`src/rtl/dmem_cache_pkg.sv`:
```
// dmem_cache_pkg: shared constants, FSM encoding and line record for the data cache
package dmem_cache_pkg;
  localparam int ADDR_W = 7;
  localparam int LINES = 8;
  localparam int IDX_W = $clog2(LINES);
  localparam int TAG_W = ADDR_W - IDX_W;
  typedef enum logic [1:0] {IDLE, RD_MISS, WR_THRU, DONE} state_t;
  typedef struct packed {
    logic valid;
    logic [TAG_W-1:0] tag;
    logic [31:0] data;
  } line_t;
endpackage

```
`src/rtl/dmem_cache_array.sv`:
```
// dmem_cache_array: valid/tag/data storage, 1 async read port, 1 write port, valid cleared on reset
module dmem_cache_array import dmem_cache_pkg::*; #(
  parameter int LINES = 8
) (
  input  logic             clk,
  input  logic             rst_n,
  input  logic [IDX_W-1:0] rd_idx,
  output line_t            rd_line,
  input  logic             wr_en,
  input  logic [IDX_W-1:0] wr_idx,
  input  line_t            wr_line
);
  logic [LINES-1:0] valid;
  logic [TAG_W-1:0] tag [LINES];
  logic [31:0] data [LINES];
  always_ff @(posedge clk or negedge rst_n)
    if (!rst_n) valid <= '0;
    else if (wr_en) valid[wr_idx] <= wr_line.valid;
  always_ff @(posedge clk)
    if (wr_en) begin
      tag[wr_idx] <= wr_line.tag;
      data[wr_idx] <= wr_line.data;
    end
  assign rd_line = '{valid: valid[rd_idx], tag: tag[rd_idx], data: data[rd_idx]};
endmodule

```
`src/rtl/dmem_cache.sv`:
```
// dmem_cache: direct-mapped write-through, write-no-allocate data cache between CPU and word memory
module dmem_cache import dmem_cache_pkg::*; #(
  parameter int LINES = 8,
  parameter int ADDR_W = 7
) (
  input  logic              clk,
  input  logic              rst_n,
  input  logic              proc_read,
  input  logic              proc_write,
  input  logic [ADDR_W-1:0] proc_addr,
  input  logic [31:0]       proc_wdata,
  output logic [31:0]       proc_rdata,
  output logic              proc_stall,
  output logic              mem_read,
  output logic              mem_write,
  output logic [ADDR_W-1:0] mem_addr,
  output logic [31:0]       mem_wdata,
  input  logic [31:0]       mem_rdata,
  input  logic              mem_ready
);
  state_t state, next;
  logic [ADDR_W-1:0] lat_addr;
  logic [31:0] lat_wdata;
  logic [ADDR_W-1:0] look_addr;
  line_t rd_line, wr_line;
  logic hit, idle_hit, idle_miss, wr_en;
  // IDLE looks up the live CPU address; every other state looks up the latched one
  assign look_addr = (state == IDLE) ? proc_addr : lat_addr;
  assign hit = rd_line.valid && rd_line.tag == look_addr[ADDR_W-1:IDX_W];
  assign idle_hit = state == IDLE && proc_read && !proc_write && hit;
  assign idle_miss = state == IDLE && (proc_write || (proc_read && !hit));
  assign wr_en = mem_ready && (state == RD_MISS || (state == WR_THRU && hit));
  assign wr_line = '{valid: 1'b1, tag: lat_addr[ADDR_W-1:IDX_W],
                     data: (state == RD_MISS) ? mem_rdata : lat_wdata};
  dmem_cache_array #(.LINES(LINES)) u_array (
    .clk(clk),
    .rst_n(rst_n),
    .rd_idx(look_addr[IDX_W-1:0]),
    .rd_line(rd_line),
    .wr_en(wr_en),
    .wr_idx(lat_addr[IDX_W-1:0]),
    .wr_line(wr_line)
  );
  always_ff @(posedge clk or negedge rst_n)
    if (!rst_n) begin
      state <= IDLE;
      lat_addr <= '0;
      lat_wdata <= '0;
    end else begin
      state <= next;
      if (idle_miss) lat_addr <= proc_addr;
      if (state == IDLE && proc_write) lat_wdata <= proc_wdata;
    end
  always_comb begin
    next = state;
    unique case (state)
      IDLE:    next = proc_write ? WR_THRU : idle_miss ? RD_MISS : IDLE;
      RD_MISS: next = mem_ready ? DONE : RD_MISS;
      WR_THRU: next = mem_ready ? DONE : WR_THRU;
      DONE:    next = IDLE;
    endcase
  end
  // stall is gated by rst_n so it reads 0 while reset is held, whatever the CPU drives
  always_comb begin
    proc_stall = rst_n && (idle_miss || state == RD_MISS || state == WR_THRU);
    proc_rdata = (idle_hit || state == DONE) ? rd_line.data : '0;
    mem_read = state == RD_MISS;
    mem_write = state == WR_THRU;
    mem_addr = (mem_read || mem_write) ? lat_addr : '0;
    mem_wdata = mem_write ? lat_wdata : '0;
  end
endmodule
```
`config.mk`:
```
export PLATFORM = sky130hd
export DESIGN_NAME = dmem_cache
export DESIGN_NICKNAME = d
export VERILOG_FILES = /design/src/rtl/dmem_cache_pkg.sv /design/src/rtl/dmem_cache_array.sv /design/src/rtl/dmem_cache.sv
export SDC_FILE = /design/constraint.sdc
export NUM_CORES = 1
export LEC_CHECK = 0
export BUFFER_PORTS_ARGS = -buffer_cell sky130_fd_sc_hd__buf_2
export CORE_MARGIN = 10
export CORE_UTILIZATION = 45
export CTS_BUF_LIST = sky130_fd_sc_hd__clkbuf_4 sky130_fd_sc_hd__clkbuf_8 sky130_fd_sc_hd__clkbuf_16
export DETAILED_ROUTE_END_ITERATION = 12
export MAX_ROUTING_LAYER = met4
export SYNTH_ARGS = -nofsm -noshare
export SYNTH_HDL_FRONTEND = slang
export SYNTH_SLANG_ARGS = --single-unit
```
`constraint.sdc`:
```
create_clock -name clk -period 8.7 [get_ports clk]
set_input_delay 0.435 -clock clk [delete_from_list [all_inputs] [get_ports clk]]
set_output_delay 0.435 -clock clk [all_outputs]
set_load 0.005 [all_outputs]
```
# ---- Yosys cells after proc, flatten, opt, wreduce, memory -nomap -nowiden
# Memory sizes are Yosys's and may differ from the RTL's.
# Cells that the tools add are included.
dict set report word_totals {
  out_inout_bits 74
  reg_bits 49
  input_bits 76
  mem_bits_rw 288
  wordCells 50
  mem_count 2
}
dict set report op_classes {
  n_lt_le_gt_ge 3
  n_reduce_logical 20
  eq_ne 4
  n_mux 16
  bitwise 1
}
# memory depth width read_ports rd_ports_with_merged_regs wr line_no
set memory_table {}
lappend memory_table {u_array.data 8 32 1 0 1 dmem_cache_array.sv:15} ;# logic [31:0] data [LINES];
lappend memory_table {u_array.tag 8 4 1 0 1 dmem_cache_array.sv:14} ;# logic [TAG_W-1:0] tag [LINES];
# op count
set ops {}
lappend ops {{two-way mux 32 bit} 3}
lappend ops {{two-way mux 7 bit} 2}
lappend ops {{logical AND 1 bit} 11}
lappend ops {{less-than comparator 3 x 4 -> 1 bit (second input constant)} 2}
lappend ops {{bitwise OR 8 bit} 1}
lappend ops {{case mux 2 bit (4 select lines)} 1}
lappend ops {{logical OR 1 bit} 6}
lappend ops {{two-way mux 1 bit} 6}
lappend ops {{equality test 2 bit (second input constant)} 2}
lappend ops {{equality test 4 bit} 1}
lappend ops {{two-way mux 2 bit} 2}
lappend ops {{binary-select mux 1 bit (select 3 bit)} 1}
lappend ops {{demux 1 bit (select 3 bit)} 1}
lappend ops {{greater-or-equal comparator 3 x 1 -> 1 bit (second input constant)} 1}
lappend ops {{equality test 2 x 1 -> 1 bit (second input constant)} 1}
lappend ops {{logical NOT 1 bit} 2}
lappend ops {{logical NOT 2 bit} 1}

# ---- Logic depth before layout (Yosys ltp)
# Gate-level depths: netlist of run 1.
dict set report logic_depth {
  depth_word 12
  mapped_depth 13
  ltp_nobuf 10
}

# ---- Hierarchy
# From an unflattened synthesis of run 1, not the netlist that was laid out.
dict set report unflattened {
  hier_cells 786
  area_unflattened_um2 14108.5
}
# mod cells_per_inst seq_area_each_um2 area_each_um2 n_inst
set by_module_without_submodules {}
lappend by_module_without_submodules {dmem_cache_array 447 8848.5 11253.3 1}
lappend by_module_without_submodules {dmem_cache 339 1026.0 2855.2 1}

# ---- Worst setup path before layout of run 1
# OpenSTA, ideal clock, no wires.
dict set report synth_path {
  kind {register to register}
  from {register state[0]}
  to {memory u_array.data[6][0] (enable)}
  t_arrival_ns 4.099
  path_stages_with_launch 12
  setup_ns 0.429
  path_slack_ns 4.172
  required_ns 8.271
  period_less_slack_ns 4.528
  n_path_buf 1
  cell_sequence {dfrtp_1 > inv_1 > ha_1 > buf_6 > mux2_4 > mux4_2 > mux2i_1 > xnor2_1 > o211ai_2 > nor3_2 > a41oi_2 > nor2_1}
}
dict set report synth_via {
  elab_chain_len 10
  elab_cells_between_ends 14
  classes_between {eq/ne: 3; mux: 5; reduce/logical: 5; memory: 1}
}
# item line_no
set synth_lines {}
lappend synth_lines {{start: declaration} dmem_cache.sv:21} ;# state_t state, next;
lappend synth_lines {{start signal: assignment} dmem_cache.sv:50} ;# state <= next;
lappend synth_lines {{logical NOT 2 bit} dmem_cache.sv:28} ;# assign look_addr = (state == IDLE) ? proc_addr : lat_addr;
lappend synth_lines {{two-way mux 7 bit} dmem_cache.sv:28}
lappend synth_lines {{memory (8 x 4 bit) or binary-select mux 1 bit (select 3 bit) (tied branches)} -}
lappend synth_lines {{equality test 4 bit or two-way mux 1 bit (tied branches)} {dmem_cache.sv:29, dmem_cache_array.sv:24}}
lappend synth_lines {{logical AND 1 bit} dmem_cache.sv:29} ;# assign hit = rd_line.valid && rd_line.tag == look_addr[ADDR_W-1:IDX_W];
lappend synth_lines {{logical AND 1 bit} dmem_cache.sv:32} ;# assign wr_en = mem_ready && (state == RD_MISS || (state == WR_THRU && hit));
lappend synth_lines {{logical OR 1 bit (*)} dmem_cache.sv:32}
lappend synth_lines {{logical AND 1 bit (*)} dmem_cache.sv:32}
lappend synth_lines {{two-way mux 1 bit (*)} dmem_cache_array.sv:20} ;# if (wr_en) begin
lappend synth_lines {{two-way mux 1 bit (implied by the code) (*)} dmem_cache_array.sv:22} ;# data[wr_idx] <= wr_line.data;
lappend synth_lines {{end: declaration} dmem_cache_array.sv:15}
# Every way passes the cells marked *; elsewhere a longest branch is shown, timed or not. The select of a mux whose other input is x is not followed.

# ---- Worst setup path in the final report of run 1
dict set report layout_path {
  from {register state[0]}
  to {output port proc_rdata[31]}
}
dict set report layout_via {
  elab_chain_len 8
  elab_cells_between_ends 14
  classes_between {eq/ne: 2; mux: 4; reduce/logical: 6; memory: 2}
}
# item line_no
set layout_lines {}
lappend layout_lines {{logical NOT 2 bit} {dmem_cache.sv:28, dmem_cache.sv:30}}
lappend layout_lines {{two-way mux 7 bit} dmem_cache.sv:28}
lappend layout_lines {{memory (8 x 4 bit) or binary-select mux 1 bit (select 3 bit) (tied branches)} -}
lappend layout_lines {{equality test 4 bit or two-way mux 1 bit (tied branches)} {dmem_cache.sv:29, dmem_cache_array.sv:24}}
lappend layout_lines {{logical AND 1 bit} dmem_cache.sv:29}
lappend layout_lines {{logical AND 1 bit} dmem_cache.sv:30} ;# assign idle_hit = state == IDLE && proc_read && !proc_write && hit;
lappend layout_lines {{logical OR 1 bit} dmem_cache.sv:66} ;# proc_rdata = (idle_hit || state == DONE) ? rd_line.data : '0;
lappend layout_lines {{two-way mux 32 bit (*)} dmem_cache.sv:66}
lappend layout_lines {{end: declaration} dmem_cache.sv:12} ;# output logic [31:0] proc_rdata,
# Marked as above.

==> impl_results.md, run 1 <==
* Clk sinks at 337
* Seq/Total Area, Yosys at 68.1%
* Syn_nets at 1,230
* Synth top area share at 59.7%
* Post-CTS Setup Inserts at 0
* RSZ-0062 raised after global routing: false
* Worst Path Max Fanout at 74
* Clock Tree Buf Depth at 3
* CP endpoint kind: output port
* First-pass GRT wire length at 55,900 microns
* Number of port buffers at 149
* Outcome: complete, no violations
* Post-Place Cell Area at 15,700 sq um
* Kind of critical path: reg -> out
* Final nets at 1,358
* CP Data Arrival Time at 5.54 ns
* Most frequent cells in the layout: edfxtp_1, nand2_1, buf_2
* EDFF count, synth at 288
* Total GRT Usage at 18.5%
* CTS Root Buffer Type: clkbuf_16
* Post-cts hold buffer count at 0
* GRT overflow at 0
* Mapped cell area at 14,500 sq um
* DRC viols at 0
* Dpl ws at 2.74 ns
* Height of the die at 199 microns
* # IOs at 150
* Total number of vias at 9,424
* Slew margin rel. at 28.5%
* Initial Util at 45.8%
* PD cells at 366 nW/um^2
* Worst path max stage delay at 0.73 ns
* Ant. Diodes at 0
* Number of DRC markers in iteration 0 at 832
* DR WL/cell at 21.0 microns
* Post-DP HPWL at 20,900 microns
* Design Area, Final at 17,000 sq um
* Die width at 199 microns
* Post-DR vias/cell at 5.52
* Layout Skew at 0.0186 ns
* Tightest Pin Transition at 1.07 ns
* Critical path startpoint category: register
* Worst-skew pair later-pin latency at 0.52 ns
* Required @ worst endpoint at 8.27 ns
* Leak at 6.42 nW
* DIE AREA at 39,800 sq um
* H-tree depth at 2
* Cells along the critical path: inv_1 -> ha_1 -> buf_4 -> mux2i_4 -> buf_4 -> o21ai_0 -> o32ai_1 -> xor2_1 -> nor3_4 -> a31oi_4 -> buf_4 -> nor2_1 -> buf_2
* Cts bufs inserted at 37
* Critical path's top delay family: buffers and inverters
* Pin count of the biggest net entering global routing at 97
* Final Hold Viols at 0
* Worst min path class: in -> async
* Peak supply drop at 327 uV
* Ys flop type: edfxtp_1
* Fraction of layout instances using a drive strength above 1 at 24.9%
* Leading post-synthesis cells by cell area: edfxtp_1, dfrtp_1, nand2_1
* Fin crit period at 5.97 ns
* Slowest cell on crit path: nor3_4
* Core area at 31,600 sq um
* Most common cell after layout, fill and taps aside: edfxtp_1
* CTS clock-pin slew for the worst setup and hold paths at 0.06 ns
* Post-cts sizing count at 0
* Async S/R FF share, synth at 14.5%
* Antenna-violating nets left at 0
* Std-Cell Rows at 65
* Final Cycle Share at 68.6%
* PnR worst setup slack at 2.73 ns
* Maximum clock rate at 167 MHz
* Drt first pass iters at 5
* Largest area contributor in the netlist: edfxtp_1
* Finish-stage setup viols at 0
* Routed WL at 35,900 microns
* P&R area growth vs syn at 17.3%
* Gp weighted congestion at 0.805
* Total chip power at 6.22 mW
* Crit path top cell by count: buf_4
* Seq cells post-synth at 337
* Avg Cell Area, Syn at 12.6 sq um
* Cells after Synth at 1,149
* Max-Cap Viols at 0
* Ys Warns at 0
* Total negative setup slack at 0 ns
* Max-slew violations at 0
* Vias in the first global route at 9,475
* Buffers & Inverters on Critical Path at 5
* CTS tree: built
* Post-synthesis cell type count at 52
* Initial antenna violation count at 0
## sequential cells by signal (all words and copies together) (netlist names)
name,flops
state,2
u_array.tag,32
u_array.valid,8
lat_addr,7
u_array.data,256
lat_wdata,32
## where the power goes
part / switching (mW) / internal (mW) / leakage [nW]
clock: 0.616 / 1.04 / 0.660
combinational: 1.45 / 0.802 / 2.59
sequential: 0.142 / 2.17 / 3.17
total: 2.21 / 4.01 / 6.42
## path summary, 6_finish.rpt
path / slack [ns] / depth (start not counted) / from / endpoint
setup / recovery: 2.73 / 13 / state[0]$_DFF_PN0_ / proc_rdata[31]
hold / removal: 0.07 / 2 / rst_n / lat_addr[3]$_DFFE_PN0P_
setup reg to reg: 2.80 / 12 / state[0]$_DFF_PN0_ / u_array.data[0][20]$_DFFE_PP_
hold reg to reg: 0.48 / 1 / u_array.valid[7]$_DFFE_PN0P_ / u_array.valid[7]$_DFFE_PN0P_
max in group asynchronous: 8.12 / 2 / rst_n / lat_wdata[11]$_DFFE_PN0P_
min in group clk: 0.15 / 2 / proc_wdata[28] / lat_wdata[28]$_DFFE_PN0P_
## layout make-up
class                   instances  area, sq um
fillers                      2687        14600
inverters                       6         22.5
flip-flops and latches        337         9870
multi-input cells             728         4410
repair buffers                167          881
clock inverters                14          198
well taps                     402          503
clock buffers                  54         1120
## per-stage QoR
stage | cells | hold slack (ns) | utilization [%]
after global placement | 1640 | 0.461 | 49.6
final | 1708 | 0.0734 | 53.7
after global routing | 1708 | 0.139 | 53.7
after floorplan | 1149 | 0.139 | -
after detailed placement | 1640 | 0.457 | 49.6
after CTS | 1708 | 0.0990 | 53.7
## per-layer routing
metal	wire, microns	global-route usage [%]	share of wire [%]
met5	0	-	0
met4	491	4.46	1.4
met3	1550	2.64	4.3
met2	16500	27.9	46
met1	17400	26.2	48
## logic make-up after synthesis
| kind of cell | synth area share (%) |
|---|---|
| and+or+nand+nor | 15.9 |
| adders and majority gates | 0.432 |
| AOI/OAI and AO/OA | 6.94 |
| xor gates and xnor gates | 0.121 |
| DFF | 68.1 |
| muxes | 6.20 |
| buffers and inverters | 2.30 |
## worst register-to-register path, stage by stage (launching register included)
cell	delay [ns]
dfrtp_1	0.40
inv_1	0.12
ha_1	0.71
buf_4	0.39
mux2i_4	0.26
buf_4	0.70
o21ai_0	0.23
o32ai_1	0.21
xor2_1	0.17
nor3_4	0.73
a41oi_2	0.52
nor2_4	0.73
buf_4	0.42
## synth_stat cells (8+ instances only)
cell type	count
a21oi_1	10
a311oi_1	32
a31oi_1	34
and2_1	41
and3_1	35
buf_1	10
buf_2	9
clkbuf_1	58
dfrtp_1	49
edfxtp_1	288
mux2_2	65
nand2_1	279
nand3_1	79
nor2_1	46
nor2b_1	14
o21ai_0	12
o21bai_1	8
No activity file was read; power rests on OpenSTA's default activity.
==> inputs of run 2 (changes only) <==
--- a/config.mk
+++ b/config.mk
@@ -11,6 +11,7 @@
 export CTS_BUF_LIST = sky130_fd_sc_hd__clkbuf_4 sky130_fd_sc_hd__clkbuf_8 sky130_fd_sc_hd__clkbuf_16
 export DETAILED_ROUTE_END_ITERATION = 12
 export MAX_ROUTING_LAYER = met4
+export PLACE_DENSITY = 0.66
 export SYNTH_ARGS = -nofsm -noshare
 export SYNTH_HDL_FRONTEND = slang
 export SYNTH_SLANG_ARGS = --single-unit
==> constraint.sdc (replaced) <==
create_clock -name clk -period 5.14 [get_ports clk]
set_input_delay 0.257 -clock clk [delete_from_list [all_inputs] [get_ports clk]]
set_output_delay 0.257 -clock clk [all_outputs]
set_load 0.005 [all_outputs]
==> impl_results.md, run 2 (synthesized netlist as in run 1, its figures left out) <==
* Met3 track demand over resource at 2.57%
* Worst hold slack at 0.140 ns
* Kind of critical path: reg -> out
* Finish-stage setup viols at 0
* First-pass GRT wire length at 57,800 microns
* Routed WL at 37,500 microns
* Height of the die at 199 microns
* DRC viols at 0
* Largest register FFs at 256
* Number of DRC markers in iteration 0 at 896
* Core area at 31,600 sq um
* # IOs at 150
* Fin crit period at 4.81 ns
* Tightest Pin Transition at 0.998 ns
* CTS tree: built
* Layout Skew at 0.0209 ns
* Post-DP HPWL at 22,700 microns
* Clock Tree Buf Depth at 3
* Filler instances at 2,572
* Vias in the first global route at 9,819
* Antenna-violating nets left at 0
* Required @ worst endpoint at 4.88 ns
* P&R area growth vs syn at 20.7%
* Register area at 9870 sq um
* Buffers & Inverters on Critical Path at 6
* Slowest cell on crit path: a31oi_4
* Ant. Diodes at 0
* Final Core Density at 55.3%
* Peak supply drop at 378 uV
* Number of port buffers at 149
* Total negative setup slack at 0 ns
* Leak at 6.62 nW
* Gr busiest metal: met2
* Initial antenna violation count at 1
* PD cells at 608 nW/um^2
* Post-DR vias/cell at 5.59
* CTS clock-pin slew for the worst setup and hold paths at 0.07 ns
* Met1 usage at 26.6%
* Final nets at 1,403
* Fraction of layout instances using a drive strength above 1 at 24.6%
* Die width at 199 microns
* Slew margin rel. at 33.2%
* Max-slew violations at 0
* Pin count of the biggest net entering global routing at 61
* Cts bufs inserted at 37
* Final Non-Filler Cells at 1,752
* Most frequent cells in the layout: edfxtp_1, nand2_1, buf_2
* Total GRT Usage at 19.3%
* Cells along the critical path: inv_1 -> ha_1 -> buf_4 -> mux2i_4 -> buf_4 -> o211ai_1 -> a21oi_1 -> nor3_4 -> buf_4 -> a31oi_4 -> buf_4 -> nor2_1 -> buf_2
* Initial Util at 45.8%
* Placed Cells at 1,648
* Post-cts sizing count at 0
* GRT overflow at 0
* Critical path's top delay family: buffers and inverters
* CP endpoint kind: output port
* Area of the multi-input gates at 4410 sq um
* Post-cts hold buffer count at 37
* H-tree depth at 2
* Final Cycle Share at 93.6%
* Crit path top cell by count: buf_4
* Gp weighted congestion at 0.863
* Worst path max stage delay at 0.58 ns
* Post-CTS Setup Inserts at 0
* Critical path startpoint category: register
* Worst min path class: in -> reg
* CTS Root Buffer Type: clkbuf_16
* Largest Register: u_array.data
* M2 GR Usage at 30.2%
* Total number of vias at 9,802
* CP Data Arrival Time at 4.55 ns
* Max-Cap Viols at 0
* Final Hold Viols at 0
* RSZ-0062 raised after global routing: false
* DR WL/cell at 21.4 microns
* DIE AREA at 39,800 sq um
* Maximum clock rate at 208 MHz
* Drt first pass iters at 5
* Std-Cell Rows at 65
* Worst Path Max Fanout at 36
* Clk sinks at 337
* Most common cell after layout, fill and taps aside: edfxtp_1
* Largest regs: u_array.data: 256 flops, lat_wdata: 32 flops, u_array.tag: 32 flops
* Worst-skew pair later-pin latency at 0.52 ns
* Outcome: complete, no violations
-- run 2: cell types whose count changed in the layout (fill, tap and decap cells not counted), moves of 2 or more --
| cell | before | now |
|---|---|---|
| buf_12 | 0 | 6 |
| buf_4 | 18 | 20 |
| clkinv_4 | 0 | 2 |
| clkbuf_4 | 10 | 5 |
| dlygate4sd3_1 | 0 | 37 |
| clkbuf_8 | 5 | 1 |
| clkinv_2 | 3 | 6 |
-- run 2: layer usage --
layer  wire length, microns  up-vias
li1                       -     4563
met1                  16800     4847
met2                  17800      343
met3                   2250       49
met4                    629        0
met5                      0        -
-- run 2: cell type report --
type | instances | area share [%]
Timing Repair Buffer | 212 | 7.92
Inverter | 6 | 0.129
Sequential cell | 337 | 56.4
Multi-Input combinational cell | 728 | 25.2
Clock buffer | 44 | 5.73
Tap cell | 402 | 2.87
Clock inverter | 23 | 1.74
-- run 2: final timing paths --
kind / slack (ns) / to / from / cells past startpoint
hold reg to reg: 0.48 / u_array.valid[5]$_DFFE_PN0P_ / u_array.valid[5]$_DFFE_PN0P_ / 1
hold / removal: 0.14 / state[1]$_DFF_PN0_ / mem_ready / 3
setup reg to reg: 0.66 / u_array.data[4][16]$_DFFE_PP_ / state[0]$_DFF_PN0_ / 12
setup / recovery: 0.33 / proc_rdata[26] / state[0]$_DFF_PN0_ / 13
min in group asynchronous: 0.32 / lat_wdata[0]$_DFFE_PN0P_ / rst_n / 2
max in group asynchronous: 3.87 / u_array.valid[4]$_DFFE_PN0P_ / rst_n / 3
-- run 2: where the power goes --
part / leakage [nW] / internal (mW) / switching (mW)
Clock: 0.647 / 1.71 / 1.09
Sequential: 3.17 / 3.67 / 0.236
Combinational: 2.80 / 1.42 / 2.52
Total: 6.62 / 6.80 / 3.84
-- run 2: worst reg2reg max path: cells and delay by family, from the launching register on --
kind	cells	cell delay, ns
compound gates	2	0.55
mux	3	1.05
buf+inv	3	0.99
simple gates	2	0.75
xor+xnor	1	0.16
fa+ha+maj	1	0.20
flops	1	0.40
-- run 2: per-stage QoR --
step | cell area [sq um] | total power, mW | setup WS [ns]
5_1_grt | 17500 | 11.3 | 0.0212
6_report | 17500 | 10.6 | 0.330
3_5_place_dp | 15800 | 7.89 | 0.671
2_1_floorplan | 14500 | 6.49 | 0.612
4_1_cts | 17500 | 10.7 | 0.297
3_3_place_gp | 15800 | 7.83 | 0.773
==> inputs of run 3 (changes only) <==
--- a/config.mk
+++ b/config.mk
@@ -5,6 +5,7 @@
 export SDC_FILE = /design/constraint.sdc
 export NUM_CORES = 1
 export LEC_CHECK = 0
+export ABC_AREA = 1
 export BUFFER_PORTS_ARGS = -buffer_cell sky130_fd_sc_hd__buf_2
 export CORE_MARGIN = 10
 export CORE_UTILIZATION = 45
==> impl_results.md, run 3 <==
* Final Cycle Share at 90.8%
* Cells along the critical path: inv_1 -> ha_1 -> nand2_1 -> nand2_8 -> nand2_1 -> nand3_1 -> nand3_1 -> nand2_1 -> nand2_1 -> nand2_1 -> inv_1 -> nand3_1 -> nor2_2 -> nor2_4 -> buf_4 -> nor2_1 -> buf_2
* Ys flop type: edfxtp_1
* Hold endpoint: lat_wdata[6]$_DFFE_PN0P_
* Worst min path class: in -> reg
* Seq pwr share at 37.4%
* Number of port buffers at 149
* Peak supply drop at 395 uV
* Largest Register: u_array.data
* # IOs at 150
* Post-DP HPWL at 22,200 microns
* Antenna-violating nets left at 0
* EDFF count, synth at 288
* Tightest Pin Transition at 1.38 ns
* Slowest cell on crit path: ha_1
* Synth top area share at 61.0%
* Post-DR vias/cell at 5.40
* P&R area growth vs syn at 17.6%
* Most common cell after layout, fill and taps aside: edfxtp_1
* DRC viols at 0
* Filler instances at 2,587
* Fraction of layout instances using a drive strength above 1 at 18.5%
* FF-to-FF End: u_array.data[3][20]$_DFFE_PP_
* R2R depth at 15
* Final Hold Viols at 0
* R2r setup slk at 0.98 ns
* Std-Cell Rows at 64
* Avg Cell Area, Syn at 11.4 sq um
* Leading post-synthesis cells by cell area: edfxtp_1, dfrtp_1, o21ai_0
* CTS tree: built
* Core area at 30,800 sq um
* Vias in the first global route at 9,781
* Syn_nets at 1,325
* Initial antenna violation count at 0
* CTS clock-pin slew for the worst setup and hold paths at 0.06 ns
* Cells after Synth at 1,244
* Largest area contributor in the netlist: edfxtp_1
* Post-synthesis cell type count at 30
* Largest register FFs at 256
* Most frequent cells in the layout: edfxtp_1, nand2_1, nor2_1
* Dpl ws at 0.839 ns
* CTS Root Buffer Type: clkbuf_16
* Outcome: complete, no violations
* Routed WL at 36,000 microns
* Max-slew violations at 0
* First-pass GRT wire length at 55,700 microns
* Kind of critical path: reg -> out
* Number of DRC markers in iteration 0 at 867
* Clock Tree Buf Depth at 3
* Top cells by instance count after synthesis: edfxtp_1, nand2_1, nor2_1
* Gp weighted congestion at 0.898
* Combinational Power Share at 39.5%
* Max-Cap Viols at 0
* Net Sw Frac at 39.4%
* Total chip power at 10.2 mW
* DR WL/cell at 19.7 microns
* Leak at 6.64 nW
* Clk sinks at 337
* H-tree depth at 2
* Worst Path Max Fanout at 63
* Die width at 197 microns
* Required @ worst endpoint at 4.88 ns
* GRT overflow at 0
* Crit path top cell by count: nand2_1
* Ant. Diodes at 0
* DIE AREA at 39,000 sq um
* Total negative setup slack at 0 ns
* Final nets at 1,486
* Worst path max stage delay at 0.63 ns
* PD cells at 613 nW/um^2
* CP Data Arrival Time at 4.41 ns
* Ys Warns at 0
* Mapped cell area at 14,200 sq um
* Switching power at 4.03 mW
* Drt first pass iters at 5
* Slew margin rel. at 7.12%
* Cts bufs inserted at 34
* Seq/Total Area, Yosys at 69.7%
* Worst hold start: proc_wdata[6]
* Finish-stage setup viols at 0
* Async S/R FF share, synth at 14.5%
* Clock share of power at 23.1%
* PnR worst setup slack at 0.475 ns
* CP endpoint kind: output port
* Pin count of the biggest net entering global routing at 74
* Hold Path Depth at 3
* Largest regs: u_array.data: 256 flops, lat_wdata: 32 flops, u_array.tag: 32 flops
* Height of the die at 197 microns
* Fin crit period at 4.67 ns
* Internal power at 6.19 mW
* Most common cell in the netlist: edfxtp_1
* Total number of vias at 9,858
* Maximum clock rate at 214 MHz
* Worst reg2reg startpoint: state[0]$_DFF_PN0_
* Seq cells post-synth at 337
* Post-CTS Setup Inserts at 0
* RSZ-0062 raised after global routing: false
* Initial Util at 46.0%
* Worst-skew pair later-pin latency at 0.51 ns
* Critical path startpoint category: register
* Layout Skew at 0.0134 ns
* Total GRT Usage at 18.6%
==> run 3: cell types whose count changed in the layout (fill, tap and decap cells not counted), sizes merged, moves of 46 or more <==
cell    change
o221ai     +46
o21ai     +133
inv        +94
nor2      +136
mux2       -66
nand2      -87
==> run 3: worst max path at each step <==
stage                             startpoint                           end  slack (ns)
after global placement    state[0]$_DFF_PN0_  u_array.data[0][6]$_DFFE_PP_        1.07
after global routing      state[0]$_DFF_PN0_                proc_rdata[29]        0.16
after detailed placement  state[0]$_DFF_PN0_                 proc_rdata[6]        0.84
after CTS                 state[0]$_DFF_PN0_                 proc_rdata[6]        0.26
final                     state[0]$_DFF_PN0_                 proc_rdata[6]        0.47
after floorplan           state[0]$_DFF_PN0_  u_array.data[0][0]$_DFFE_PP_        2.06
==> run 3: logic make-up after synthesis <==
logic type | Yosys count | share of synthesized area (%)
AND/OR/NAND/NOR | 455 | 13.2
buffers and inverters | 180 | 5.17
multiplexers | 3 | 0.212
flip-flops | 337 | 69.7
AO/OA/AOI/OAI | 264 | 11.3
adder cells (fa/ha/maj) | 5 | 0.441
==> run 3: per-stage QoR <==
stage               instances  util (%)  instance area (sq um)  hold WS [ns]
floorplan                1244         -                  14200       -0.0386
global placement         1738      49.7                  15300         0.420
detailed placement       1738      49.7                  15300         0.430
CTS                      1827      54.0                  16700     0.0000868
global route             1827      54.1                  16700        0.0180
finish                   1827      54.1                  16700       0.00500
==> run 3: layer usage <==
layer / vias to the layer above / track usage [%] / routed length (microns)
met3: 55 / 2.83 / 2150
li1: 4670 / - / -
met1: 4811 / 25.6 / 16600
met5: - / - / 0
met4: 0 / 5.41 / 694
met2: 322 / 28.2 / 16600
==> run 3: layout make-up <==
type                       count  area [sq um]  share of cell area [%]
inverter                     103           387                    2.32
clock inverter                19           101                   0.608
tap                          396           495                    2.97
multi-input combinational    727          3600                    21.6
timing repair buffer         202          1240                    7.42
clock buffer                  43           977                    5.86
sequential                   337          9870                    59.2
==> run 3: what timing repair did <==
action / in CTS / in global routing
resized for setup: 0 / 1
hold buffers: 27 / 0
setup endpoints to repair: 0 / 5
endpoints found under the hold margin: 75 / 0
==> run 3: critical path: cells and delay by family, from the launching register on <==
family / cells / cell delay (ns)
DFF: 1 / 0.40
buffers and inverters: 4 / 0.63
and+or+nand+nor: 12 / 2.22
adders and majority gates: 1 / 0.63
==> run 3: power groups by stage <==
stage,Clock [mW],Sequential [mW],Combinational [mW]
floorplan,0,3.81,2.65
global placement,0,3.87,3.94
detailed placement,0,3.88,4.01
CTS,2.40,3.82,4.05
global route,2.52,3.86,4.52
finish,2.36,3.82,4.04
